<file path="src/rtl/keys_snapshot_sched_pkg.sv">
// Shared constants, FSM state type and key-padding helpers for the key snapshot scheduler.
package keys_snapshot_sched_pkg;

   localparam int ADDR_W = 9;
   localparam int DATA_W = 8;

   typedef enum logic [2:0] {
      ST_INIT,
      ST_IDLE,
      ST_LATCH,
      ST_WRITE,
      ST_STAMP
   } state_t;

   // Number of 8-key groups needed to hold n keys.
   function automatic int groups_of(input int n);
      return (n + 7) / 8;
   endfunction

   // Width of the key vector once padded up to a whole number of groups.
   function automatic int padded_width(input int n);
      return 8 * groups_of(n);
   endfunction

endpackage

</file>
<file path="src/rtl/keys_snapshot_sched_if.sv">
// SPI read port and single-port RAM port of the key snapshot scheduler.
interface keys_snapshot_sched_if;
   import keys_snapshot_sched_pkg::*;

   logic              rd_req_i;
   logic [ADDR_W-1:0] rd_addr_i;
   logic              rd_ack_o;
   logic [DATA_W-1:0] rd_data_o;
   logic              ram_en_o;
   logic              ram_we_o;
   logic [ADDR_W-1:0] ram_addr_o;
   logic [DATA_W-1:0] ram_wdata_o;
   logic [DATA_W-1:0] ram_rdata_i;

   // Scheduler side.
   modport master (
      input  rd_req_i, rd_addr_i, ram_rdata_i,
      output rd_ack_o, rd_data_o, ram_en_o, ram_we_o, ram_addr_o, ram_wdata_o
   );

   // SPI slave / RAM side.
   modport slave (
      output rd_req_i, rd_addr_i, ram_rdata_i,
      input  rd_ack_o, rd_data_o, ram_en_o, ram_we_o, ram_addr_o, ram_wdata_o
   );

endinterface

</file>
<file path="src/rtl/keys_snapshot_sched_group_mux.sv">
// Selects one 8-key byte out of the padded snapshot shadow by group index.
module keys_group_mux
   import keys_snapshot_sched_pkg::*;
#(
   parameter int GROUPS = 8
) (
   input  logic [8*GROUPS-1:0] shadow,
   input  logic [ADDR_W-1:0]   group,
   output logic [DATA_W-1:0]   data
);

   logic [DATA_W-1:0] grp_bytes [GROUPS];

   generate
      for (genvar gi = 0; gi < GROUPS; gi++) begin : g_split
         assign grp_bytes[gi] = shadow[8*gi +: 8];
      end
   endgenerate

   // Index beyond the last group yields zero rather than a stale byte.
   always_comb begin
      data = '0;
      for (int i = 0; i < GROUPS; i++) begin
         if (group == ADDR_W'(i)) begin
            data = grp_bytes[i];
         end
      end
   end

endmodule

</file>
<file path="src/rtl/keys_snapshot_sched.sv">
// Key-state RAM owner: periodic coherent key snapshots written group by group,
// sequence stamping, and per-cycle arbitration where SPI reads always win.
module keys_snapshot_sched
   import keys_snapshot_sched_pkg::*;
#(
   parameter int NUM_KEYS = 61,
   parameter int SCAN_DIV = 470
) (
   input  logic                  clk_g_i,
   input  logic                  rst_g_i,
   input  logic [NUM_KEYS-1:0]   keys_i,
   keys_snapshot_sched_if.master bus,
   output logic [7:0]            snap_seq_o,
   output logic                  busy_o
);

   localparam int                GROUPS     = groups_of(NUM_KEYS);
   localparam int                SHADOW_W   = padded_width(NUM_KEYS);
   localparam logic [ADDR_W-1:0] SEQ_ADDR   = ADDR_W'(GROUPS);
   localparam logic [ADDR_W-1:0] LAST_GROUP = ADDR_W'(GROUPS - 1);
   localparam logic [31:0]       TIMER_LAST = 32'(SCAN_DIV - 1);

   state_t              state_reg, state_next;
   logic [31:0]         timer_reg, timer_next;
   logic [ADDR_W-1:0]   idx_reg, idx_next;
   logic [SHADOW_W-1:0] shadow_reg;
   logic [7:0]          seq_reg;
   logic                ack_reg;
   logic                from_ram_reg;
   logic [DATA_W-1:0]   data_hold_reg;

   logic [SHADOW_W-1:0] keys_padded;
   logic [DATA_W-1:0]   group_byte;
   logic                rd_in_range;
   logic                rd_grant;
   logic                wr_want;
   logic [ADDR_W-1:0]   wr_addr;
   logic [DATA_W-1:0]   wr_data;
   logic                latch_now;
   logic                seq_bump;
   logic                ram_en;
   logic                ram_we;
   logic [ADDR_W-1:0]   ram_addr;
   logic [DATA_W-1:0]   ram_wdata;
   logic [DATA_W-1:0]   rd_data;

   // Pad bits above the last real key are tied to zero.
   generate
      for (genvar gi = 0; gi < SHADOW_W; gi++) begin : g_pad
         if (gi < NUM_KEYS) begin : g_key
            assign keys_padded[gi] = keys_i[gi];
         end else begin : g_zero
            assign keys_padded[gi] = 1'b0;
         end
      end
   endgenerate

   keys_group_mux #(
      .GROUPS (GROUPS)
   ) u_group_mux (
      .shadow (shadow_reg),
      .group  (idx_reg),
      .data   (group_byte)
   );

   // A read is only granted the RAM for in-range addresses outside INIT.
   assign rd_in_range = (bus.rd_addr_i <= SEQ_ADDR);
   assign rd_grant    = !rst_g_i && bus.rd_req_i && rd_in_range && (state_reg != ST_INIT);

   // Next-state logic; a write step advances only when the read side left the RAM free.
   always_comb begin
      state_next = state_reg;
      timer_next = timer_reg;
      idx_next   = idx_reg;
      wr_want    = 1'b0;
      wr_addr    = idx_reg;
      wr_data    = '0;
      latch_now  = 1'b0;
      seq_bump   = 1'b0;
      case (state_reg)
         ST_INIT: begin
            wr_want = 1'b1;
            if (!rd_grant) begin
               if (idx_reg == SEQ_ADDR) begin
                  idx_next   = '0;
                  state_next = ST_IDLE;
               end else begin
                  idx_next = idx_reg + 1'b1;
               end
            end
         end
         ST_IDLE: begin
            if (timer_reg == TIMER_LAST) begin
               timer_next = '0;
               state_next = ST_LATCH;
            end else begin
               timer_next = timer_reg + 32'd1;
            end
         end
         ST_LATCH: begin
            latch_now  = 1'b1;
            idx_next   = '0;
            state_next = ST_WRITE;
         end
         ST_WRITE: begin
            wr_want = 1'b1;
            wr_data = group_byte;
            if (!rd_grant) begin
               if (idx_reg == LAST_GROUP) begin
                  idx_next   = '0;
                  state_next = ST_STAMP;
               end else begin
                  idx_next = idx_reg + 1'b1;
               end
            end
         end
         ST_STAMP: begin
            wr_want = 1'b1;
            wr_addr = SEQ_ADDR;
            wr_data = seq_reg + 8'd1;
            if (!rd_grant) begin
               seq_bump   = 1'b1;
               state_next = ST_IDLE;
            end
         end
         default: begin
            state_next = ST_INIT;
         end
      endcase
   end

   // RAM port arbitration: read first, then pending write, otherwise idle; reset silences the port.
   always_comb begin
      ram_en    = 1'b0;
      ram_we    = 1'b0;
      ram_addr  = '0;
      ram_wdata = '0;
      if (rd_grant) begin
         ram_en   = 1'b1;
         ram_addr = bus.rd_addr_i;
      end else if (wr_want && !rst_g_i) begin
         ram_en    = 1'b1;
         ram_we    = 1'b1;
         ram_addr  = wr_addr;
         ram_wdata = wr_data;
      end
   end

   // FSM, idle timer, group index and sequence counter.
   always_ff @(posedge clk_g_i) begin
      if (rst_g_i) begin
         state_reg <= ST_INIT;
         timer_reg <= '0;
         idx_reg   <= '0;
         seq_reg   <= '0;
      end else begin
         state_reg <= state_next;
         timer_reg <= timer_next;
         idx_reg   <= idx_next;
         if (seq_bump) begin
            seq_reg <= seq_reg + 8'd1;
         end
      end
   end

   // Coherent shadow copy of the keys, taken once per snapshot.
   always_ff @(posedge clk_g_i) begin
      if (latch_now && !rst_g_i) begin
         shadow_reg <= keys_padded;
      end
   end

   // Read response pipe: ack one cycle after the request, data held until the next ack.
   always_ff @(posedge clk_g_i) begin
      if (rst_g_i) begin
         ack_reg       <= 1'b0;
         from_ram_reg  <= 1'b0;
         data_hold_reg <= '0;
      end else begin
         ack_reg      <= bus.rd_req_i;
         from_ram_reg <= rd_grant;
         if (ack_reg) begin
            data_hold_reg <= rd_data;
         end
      end
   end

   // RAM output is only meaningful in the ack cycle; afterwards the held copy is shown.
   always_comb begin
      rd_data = data_hold_reg;
      if (ack_reg) begin
         rd_data = from_ram_reg ? bus.ram_rdata_i : '0;
      end
   end

   assign bus.ram_en_o    = ram_en;
   assign bus.ram_we_o    = ram_we;
   assign bus.ram_addr_o  = ram_addr;
   assign bus.ram_wdata_o = ram_wdata;
   assign bus.rd_ack_o    = ack_reg && !rst_g_i;
   assign bus.rd_data_o   = rst_g_i ? '0 : rd_data;
   assign snap_seq_o      = rst_g_i ? '0 : seq_reg;
   assign busy_o          = !rst_g_i && (state_reg != ST_IDLE);

endmodule

</file>
<file path="src/flat_wrapper.sv">
// flat-port wrapper written by rule: the top's interface ports become plain ports
module keys_snapshot_sched_flat import keys_snapshot_sched_pkg::*;
#(
   parameter int NUM_KEYS = 61,
   parameter int SCAN_DIV = 470
)
  (clk_g_i, rst_g_i, keys_i, snap_seq_o, busy_o, bus_rd_req_i, bus_rd_addr_i, bus_ram_rdata_i, bus_rd_ack_o, bus_rd_data_o, bus_ram_en_o, bus_ram_we_o, bus_ram_addr_o, bus_ram_wdata_o);
  keys_snapshot_sched_if bus_i ();
  input  logic clk_g_i;
  input  logic rst_g_i;
  input  logic [NUM_KEYS-1:0] keys_i;
  output logic [7:0] snap_seq_o;
  output logic busy_o;
  input wire logic [$bits(bus_i.rd_req_i)-1:0] bus_rd_req_i;
  input wire logic [$bits(bus_i.rd_addr_i)-1:0] bus_rd_addr_i;
  input wire logic [$bits(bus_i.ram_rdata_i)-1:0] bus_ram_rdata_i;
  output wire logic [$bits(bus_i.rd_ack_o)-1:0] bus_rd_ack_o;
  output wire logic [$bits(bus_i.rd_data_o)-1:0] bus_rd_data_o;
  output wire logic [$bits(bus_i.ram_en_o)-1:0] bus_ram_en_o;
  output wire logic [$bits(bus_i.ram_we_o)-1:0] bus_ram_we_o;
  output wire logic [$bits(bus_i.ram_addr_o)-1:0] bus_ram_addr_o;
  output wire logic [$bits(bus_i.ram_wdata_o)-1:0] bus_ram_wdata_o;
  assign bus_i.rd_req_i = bus_rd_req_i;
  assign bus_i.rd_addr_i = bus_rd_addr_i;
  assign bus_i.ram_rdata_i = bus_ram_rdata_i;
  assign bus_rd_ack_o = bus_i.rd_ack_o;
  assign bus_rd_data_o = bus_i.rd_data_o;
  assign bus_ram_en_o = bus_i.ram_en_o;
  assign bus_ram_we_o = bus_i.ram_we_o;
  assign bus_ram_addr_o = bus_i.ram_addr_o;
  assign bus_ram_wdata_o = bus_i.ram_wdata_o;
  keys_snapshot_sched #(.NUM_KEYS(NUM_KEYS), .SCAN_DIV(SCAN_DIV)) u_core (.clk_g_i(clk_g_i), .rst_g_i(rst_g_i), .keys_i(keys_i), .bus(bus_i), .snap_seq_o(snap_seq_o), .busy_o(busy_o));
endmodule
</file>
<file path="config.mk">
export PLATFORM = sky130hd
export DESIGN_NAME = keys_snapshot_sched_flat
export DESIGN_NICKNAME = d
export VERILOG_FILES = /design/src/rtl/keys_snapshot_sched_pkg.sv /design/src/rtl/keys_snapshot_sched_if.sv /design/src/rtl/keys_snapshot_sched_group_mux.sv /design/src/rtl/keys_snapshot_sched.sv /design/src/flat_wrapper.sv
export SDC_FILE = /design/constraint.sdc
export NUM_CORES = 1
export LEC_CHECK = 0
export ABC_AREA = 1
export CORE_MARGIN = 8
export CORE_UTILIZATION = 55
export DETAILED_ROUTE_END_ITERATION = 8
export PLACE_DENSITY = 0.85
export SLEW_MARGIN = 25
export SYNTH_ARGS = -nofsm -noshare
export SYNTH_HDL_FRONTEND = slang
export SYNTH_SLANG_ARGS = --single-unit
</file>
<file path="constraint.sdc">
create_clock -name clk_g_i -period 8.49 [get_ports clk_g_i]
set_input_delay 2.1225 -clock clk_g_i [delete_from_list [all_inputs] [get_ports clk_g_i]]
set_output_delay 2.1225 -clock clk_g_i [all_outputs]
set_load 0.1 [all_outputs]
</file>
* Word-level counts from Yosys, hierarchy flattened *
Index checks and enable logic that the tools add are counted.

word-level totals
  memory bits (read-only) = 0
  bits of input ports = 81
  memories = 0
  output and inout bits = 37
  RAM bits = 0
  register bits after elaboration = 123
  bits in latches = 0

operators by class
  shift operators = 0
  multiply operators = 0
  $lt $le $gt $ge = 1
  bitwise operators = 0
  reductions and logical operators = 15
  divide/modulo/power cells = 0
  mux-type cells = 38
  $add $sub $neg = 3
  equal/unequal tests = 20

operators with widths
  operator                                                                number
  8-bit two-way mux                                                       14
  9-bit two-way mux                                                       7
  9-bit by 3-bit == test with 1-bit output (second input constant)        4
  32-bit by 1-bit adder with 32-bit output (second input constant)        1
  32-bit by 9-bit == test with 1-bit output (second input constant)       1
  32-bit two-way mux                                                      1
  9-bit one-hot mux with 3 select lines                                   1
  9-bit by 2-bit == test with 1-bit output (second input constant)        2
  3-bit two-way mux                                                       6
  8-bit one-hot mux with 2 select lines                                   1
  3-bit one-hot mux with 5 select lines                                   1
  9-bit by 1-bit adder with 9-bit output (second input constant)          1
  9-bit by 1-bit == test with 1-bit output (second input constant)        1
  9-bit by 4-bit == test with 1-bit output (second input constant)        1
  9-bit by 4-bit <= comparator with 1-bit output (second input constant)  1
  9-bit zero test                                                         1
  8-bit by 1-bit adder with 8-bit output (second input constant)          1
  1-bit logical AND                                                       7
  1-bit two-way mux                                                       7
  3-bit by 2-bit == test with 1-bit output (second input constant)        2
  2-bit by 1-bit != test with 1-bit output (second input constant)        3
  2-bit != test (second input constant)                                   3
  6-bit AND reduction                                                     1
  3-bit nonzero test                                                      2
  7 further kinds                                                         7

* Depth between registers and ports, before layout *
Gate-level depths: netlist of run 1.

  depth in word-level cells = 12
  depth in mapped cells = 16
  gate-level depth less buffers = 16

* Cells and area by module *
From an unflattened synthesis of run 1, not the netlist that was laid out.

unflattened totals
  cell total of the unflattened synthesis = 898
  area total of the unflattened synthesis = 6640.1 um^2

modules (own cells, without submodules)
  module               cells each  times used  area an instance (um^2)
  keys_snapshot_sched  755         1           5990.7
  keys_group_mux       143         1           649.4

* Worst setup path after synthesis of run 1 *
No wires, ideal clock.

  path kind = input to output
  start point = in rst_g_i
  end point = out bus_ram_addr_o[4]
  path buffers = 2
  stages on the path = 8
  arrival = 5.481 ns
  required time = 6.367 ns
  path slack = 0.887 ns
  cell sequence = clkbuf_1 -> nor2_1 -> nand3_1 -> nor2_1 -> buf_2 -> nor2_4 -> inv_2 -> nor3_1

between the ends
  cells in the longest elaborated chain, start to end = 5

ends and longest elaborated chain
  element                         line                                                   RTL
  from (decl)                     flat_wrapper.sv:10                                     input logic rst_g_i;
  1-bit zero test (*)             keys_snapshot_sched.sv:68, keys_snapshot_sched.sv:141
  1-bit logical AND (3 in a row)  keys_snapshot_sched.sv:68                              assign rd_grant = !rst_g_i && bus.rd_req_i && rd_in_range && (state_reg != ST_INIT);
  9-bit two-way mux (*)           keys_snapshot_sched.sv:138                             if (rd_grant) begin
  to (decl)                       flat_wrapper.sv:21                                     output wire logic [$bits(bus_i.ram_addr_o)-1:0] bus_ram_addr_o;

Every way passes the cells marked *; elsewhere a longest branch is shown, timed or not.

* Worst setup path after layout of run 1 *
  start point = in rst_g_i
  end point = out bus_ram_addr_o[5]

Same word-level chain as after synthesis.

==> results_dict.tcl, run 1 <==
set metrics [dict create \
    synth_nets 888 \
    clock_latency_ns 0.42 \
    hp-class "reg2reg" \
    holdBufCountCts 0 \
    worstPathMaxFanout 21 \
    power_frac_clock 0.335 \
    overflow 0 \
    grt_max_degree 62 \
    drtPass1Iterations 6 \
    final-instance-count-excl-fill 1075 \
    switchingPower_uw 831.7 \
    nNetsFinal 1007 \
    finalHoldViolCount 0 \
    rsz0062_at_grt "no" \
    crit_type "in2out" \
    sw_frac_of_total 0.3874 \
    async_reset_ff_frac 0 \
    clkSinkCount 123 \
    numCtsBuffers 17 \
    cp.arrival_ns 4.85 \
    synth_top_cell_area_share 0.2914 \
    synth_fa_ha_area_frac 0.01393 \
    finClkSkew_ns 0.007436 \
    drv_slew 0 \
    ant_nets 0 \
    yosys.area.top_type "edfxtp_1" \
    crit_required_ns 6.37 \
    powerDensity_nw_per_um2 264.2 \
    largest_reg_flops 61 \
    fillers 825 \
    via_count 6021 \
    start_util 0.5577 \
    drtIter0Drc 672 \
    crit_family "simple AND/OR/NAND/NOR gates" \
    seq_power_share 0.335 \
    placed_area_um2 7533 \
    htreeDepth 4 \
    synth.avg_cell_area_um2 7.858 \
    maxCapViolCount 0 \
    port_buffers 117 \
    track_usage 0.2405 \
    cpPeakStageDelay_ns 0.80 \
    synth.area.mux_share 0 \
    synth_edf_count 61 \
    cpMostUsedCell "nor2_1" \
    place_inst 1043 \
    cp_num_buf_inv 3 \
    viasPerCell 5.601 \
    yosysWarnings 0 \
    ys_seq_elements 123 \
    finalCritPeriodShare 0.8213 \
    routed_wl_um 17730 \
    critPathCaptureType "primary output" \
    synthTopCellsByArea "edfxtp_1 (29%), dfxtp_1 (20%), nand2_1 (11%)" \
    finalSetupViolations 0 \
    cts_tree "done" \
    grt_pass1_wl_um 28120 \
    leakagePower_nw 3.180 \
    place_congestion 0.9785 \
    grt_pass1_vias 5937 \
    tns_ns 0 \
    synth_cells 800 \
    tightestPinTransition_ns 1.073 \
    drive_above_1_share 0.09335 \
    cts-root-buf "clkbuf_16" \
    synth_seq_area_share 0.4889 \
    drc 0 \
    route.detailed.wl_per_inst_um 16.49 \
    rows 39 \
    synthFlopType "dfxtp_1" \
    startpoint_type "input port" \
    stdcell_area_um2 8124 \
    die_w_um 122.9 \
    core_um2 11270 \
    place_hpwl_um 13050 \
    yosysMostFrequentCell "nand2_1" \
    synth_top_family_by_area "simple AND/OR/NAND/NOR gates" \
    antenna_cells 0 \
    clock_path_buffers 2 \
    synth_area_um2 6286 \
    fp.dieH_um 122.9 \
    cp_slowest_cell "clkdlybuf4s50_1" \
    antenna_found_initial 0 \
    ioPinCount 118 \
    power_frac_comb 0.329 \
    status "finished, final reports clean" \
    crit_chain "clkdlybuf4s50_1 > nor2_1 > nand3_1 > nor2_1 > nor2_4 > inv_2 > nor3_1 > buf_4" \
    cts_resized 0 \
    synthXorXnorAreaFrac 0.02229 \
    max_freq_mhz 143.4 \
    area_growth_pct 29.24 \
    cts_setup_buffers 0 \
    synth-simple-area-share 0.2816 \
    synthTopCellsByCount "nand2_1 (177), inv_1 (111), nor2_1 (68), dfxtp_1 (62), edfxtp_1 (61)" \
    min_period_ns 6.973 \
    ys_types 35 \
    p_total_mw 2.147 \
    ir_drop_uv 204.3 \
    dieArea_um2 15110 \
    cts.clk_slew.worst_paths_ns 0.05 \
    slew-limit-headroom 0.2817 \
    synth-compound-area-share 0.1103 \
    internal_power_mw 1.315 \
]
==> path summary, 6_finish.rpt <==
| check | slack, ns | from | depth (start not counted) | endpoint |
|---|---|---|---|---|
| worst min-delay path | 0.48 | u_core.timer_reg[28] | 2 | u_core.timer_reg[28] |
| worst min register to register | 0.48 | u_core.timer_reg[28] | 2 | u_core.timer_reg[28] |
| worst max register to register | 5.70 | u_core.state_reg[2] | 7 | u_core.seq_reg[4] |
| worst max-delay path | 1.52 | rst_g_i | 8 | bus_ram_addr_o[5] |
==> per-layer routing <==
layer  global-route usage  part of all wire  up-vias
met4               0.1112             0.027        0
li1                     -                 -     2911
met5                    0                 0        -
met2               0.4003              0.49      267
met1               0.2723              0.40     2801
met3              0.08584             0.082       42
==> worst min-delay path, delay by kind of cell, from the launching register on <==
kind               cells  cell delay [ns]
AOI/OAI and AO/OA      1             0.05
DFF                    1             0.32
and+or+nand+nor        1             0.06
==> final cells by class <==
type                    count  area [um2]  share of cell area
well taps                 143       178.9             0.02202
inverters                 117       439.2             0.05406
flip-flops and latches    123        3073              0.3783
clock inverters            15       165.2             0.02033
repair buffers            120        1144              0.1408
clock buffers              17       425.4             0.05236
multi-input cells         540        2699              0.3322
==> per-stage QoR <==
step                setup slack (ns)  utilization  hold slack [ns]
detailed placement             1.657       0.6683           0.4686
floorplan                     0.8865            -           0.4473
finish                         1.517       0.7207           0.4791
CTS                            1.608       0.7207           0.4792
global placement               1.739       0.6683           0.4568
global route                   1.347       0.7207           0.4952
==> power groups by stage <==
| stage | clock network [mW] | logic [mW] | registers [mW] |
|---|---|---|---|
| after global routing | 0.748 | 0.771 | 0.723 |
| final | 0.720 | 0.707 | 0.720 |
| after global placement | 0 | 0.676 | 0.727 |
| after CTS | 0.723 | 0.704 | 0.718 |
| after detailed placement | 0 | 0.692 | 0.730 |
| after floorplan | 0 | 0.493 | 0.722 |
==> cell families (layout without fill, tap and decap cells) <==
logic type | count (synthesis) | count (layout)
compound gates | 125 | 125
xor+xnor | 16 | 16
fa+ha+maj | 7 | 7
buf+inv | 137 | 269
flops | 123 | 123
simple gates | 392 | 392
==> layout by cell type, fill, tap and decap left out, types with 2 or more instances in the layout <==
master           synthesis  layout
a211oi_1                 4       4
a21oi_1                 59      59
a21oi_2                  2       2
a32o_1                   3       3
buf_4                    0      23
bufinv_16                0       2
clkbuf_16                0      17
clkdlybuf4s50_1          0      97
clkinv_1                 2       3
clkinv_4                 0       4
clkinvlp_4               0       2
dfxtp_1                 62      62
edfxtp_1                61      61
ha_1                     7       7
inv_1                  111     111
inv_2                    4       4
inv_6                    0       4
nand2_1                177     177
nand2_2                  7       7
nand3_1                 60      60
nand4_1                 25      25
nor2_1                  68      67
nor2_2                   4       4
nor2_4                   2       3
nor3_1                  28      28
nor3_2                   2       2
nor3_4                   2       2
nor4_1                   7       7
o211ai_1                 6       6
o21ai_0                 39      39
o21ai_1                  4       4
o22ai_1                  3       3
o31ai_1                  3       3
or2_2                    8       8
xor2_1                  16      16
Note: power is estimated with default switching activity, not from simulation.
==> run 2, diff against run 1 <==
--- a/config.mk
+++ b/config.mk
@@ -7,9 +7,9 @@
 export LEC_CHECK = 0
 export ABC_AREA = 1
 export CORE_MARGIN = 8
-export CORE_UTILIZATION = 55
+export CORE_UTILIZATION = 48
 export DETAILED_ROUTE_END_ITERATION = 8
-export PLACE_DENSITY = 0.85
+export PLACE_DENSITY = 0.78
 export SLEW_MARGIN = 25
 export SYNTH_ARGS = -nofsm -noshare
 export SYNTH_HDL_FRONTEND = slang
==> constraint.sdc (replaced) <==
create_clock -name clk_g_i -period 5.9 [get_ports clk_g_i]
set_input_delay 1.475 -clock clk_g_i [delete_from_list [all_inputs] [get_ports clk_g_i]]
set_output_delay 1.475 -clock clk_g_i [all_outputs]
set_load 0.1 [all_outputs]
==> results_dict.tcl, run 2 (synthesized netlist as in run 1, its figures left out) <==
set metrics [dict create \
    die_w_um 130.4 \
    placed_area_um2 7805 \
    place_hpwl_um 12900 \
    crit-reg2reg-launch "u_core.state_reg[1]" \
    place_inst 1079 \
    drtPass1Iterations 5 \
    rsz0062_at_grt "no" \
    grt_pass1_wl_um 28370 \
    tns_ns 0 \
    final_core_util 0.6403 \
    clkSinkCount 123 \
    final_common_cell "nand2_1" \
    grt_pass1_vias 5868 \
    finalHoldViolCount 0 \
    min_period_ns 5.061 \
    crit_required_ns 4.43 \
    leakagePower_nw 3.269 \
    htreeDepth 4 \
    nNetsFinal 1010 \
    rrSetupSlack_ns 3.43 \
    crit_family "buffers and inverters" \
    ioPinCount 118 \
    drv_slew 0 \
    grt_max_degree 34 \
    core_um2 13030 \
    place_congestion 0.9595 \
    cts_tree "done" \
    port_buffers 117 \
    cp_slowest_cell "clkdlybuf4s50_1" \
    r2r_cells 5 \
    cpPeakStageDelay_ns 0.71 \
    ir_drop_uv 257.7 \
    cts.clk_slew.worst_paths_ns 0.05 \
    clock_path_buffers 2 \
    hold_start "u_core.data_hold_reg[5]" \
    overflow 0 \
    min_delay_path_depth 2 \
    pre_cts_slack_ns 0.8771 \
    p_total_mw 3.046 \
    path_depth 9 \
    min_to "u_core.data_hold_reg[5]" \
    multi_input_area_um2 2699 \
    cp_num_buf_inv 4 \
    cp.arrival_ns 3.59 \
    finalSetupViolations 0 \
    hp-class "reg2reg" \
    maxCapViolCount 0 \
    track_usage 0.2145 \
    rows 42 \
    tightestPinTransition_ns 0.8808 \
    fp.dieH_um 130.4 \
    final_cell_mix "nand2_1 (177), inv_1 (111), clkdlybuf4s50_1 (80)" \
    slew-limit-headroom 0.4114 \
    seqCellArea_um2 3073 \
    worst_slack_ns 0.8389 \
    route.detailed.wl_per_inst_um 15.66 \
    largest_reg_flops 61 \
    drtIter0Drc 710 \
    viasPerCell 5.265 \
    via_count 5849 \
    finClkSkew_ns 0.009041 \
    cts-root-buf "clkbuf_16" \
    cpMostUsedCell "nor2_1" \
    stdcell_area_um2 8344 \
    max_freq_mhz 197.6 \
    crit_type "in2out" \
    critPathCaptureType "primary output" \
    final-instance-count-excl-fill 1111 \
    dieArea_um2 17010 \
    status "finished, final reports clean" \
    antenna_found_initial 0 \
    drive_above_1_share 0.1144 \
    start_util 0.4823 \
    startpoint_type "input port" \
    powerDensity_nw_per_um2 365.1 \
    antenna_cells 0 \
    clock_latency_ns 0.42 \
    crit_chain "clkdlybuf4s50_1 > nor2_1 > nand3_1 > nor2_1 > buf_4 > nor2_4 > inv_2 > nor3_1 > buf_12" \
    ant_nets 0 \
    finalCritPeriodShare 0.8578 \
    holdBufCountCts 0 \
    cts_resized 0 \
    hold-worst-slack_ns 0.4773 \
    fillers 1122 \
    cts_setup_buffers 0 \
    worstPathMaxFanout 11 \
    drc 0 \
    routed_wl_um 17400 \
    numCtsBuffers 17 \
    area_growth_pct 32.74 \
    r2r-end "u_core.shadow_reg[39]" \
]
[run 2: cell count changes in the layout (fill, tap and decap cells not counted)]
cell / change
buf_12: +20
clkinvlp_2: -1
clkdlybuf4s50_1: -17
clkinvlp_4: +1
bufinv_16: -2
inv_6: +1
clkinv_4: -2
clkinv_2: +3
[run 2: worst max-delay path by stage]
stage                             end    start  slack [ns]
detailed placement  bus_ram_addr_o[7]  rst_g_i        0.88
floorplan           bus_ram_addr_o[4]  rst_g_i       -0.41
global placement    bus_ram_addr_o[4]  rst_g_i        0.97
finish              bus_ram_addr_o[7]  rst_g_i        0.84
global route        bus_ram_addr_o[5]  rst_g_i        0.71
CTS                 bus_ram_addr_o[7]  rst_g_i        0.84
[run 2: layout make-up]
cell class,instances,share of cell area
flip-flops and latches,123,0.3683
repair buffers,123,0.1646
well taps,176,0.02639
multi-input cells,540,0.3234
clock inverters,15,0.01365
inverters,117,0.05263
clock buffers,17,0.05098
[run 2: report_power, final]
group | leakage (nW) | switching, mW | internal (mW)
clock | 0.260 | 0.405 | 0.542
sequential | 1.05 | 0.0456 | 0.986
combinational | 1.95 | 0.744 | 0.324
total | 3.27 | 1.19 | 1.85
[run 2: layer usage]
layer	global-route usage	part of all wire
met4	0.07833	0.022
met1	0.2535	0.41
met2	0.3565	0.49
met5	0	0
met3	0.07265	0.078
[run 2: worst min-delay path: cells and delay by family, from the launching register on]
kind             cells  cell delay, ns
AO/OA/AOI/OAI        1            0.06
AND/OR/NAND/NOR      1            0.07
flip-flops           1            0.29
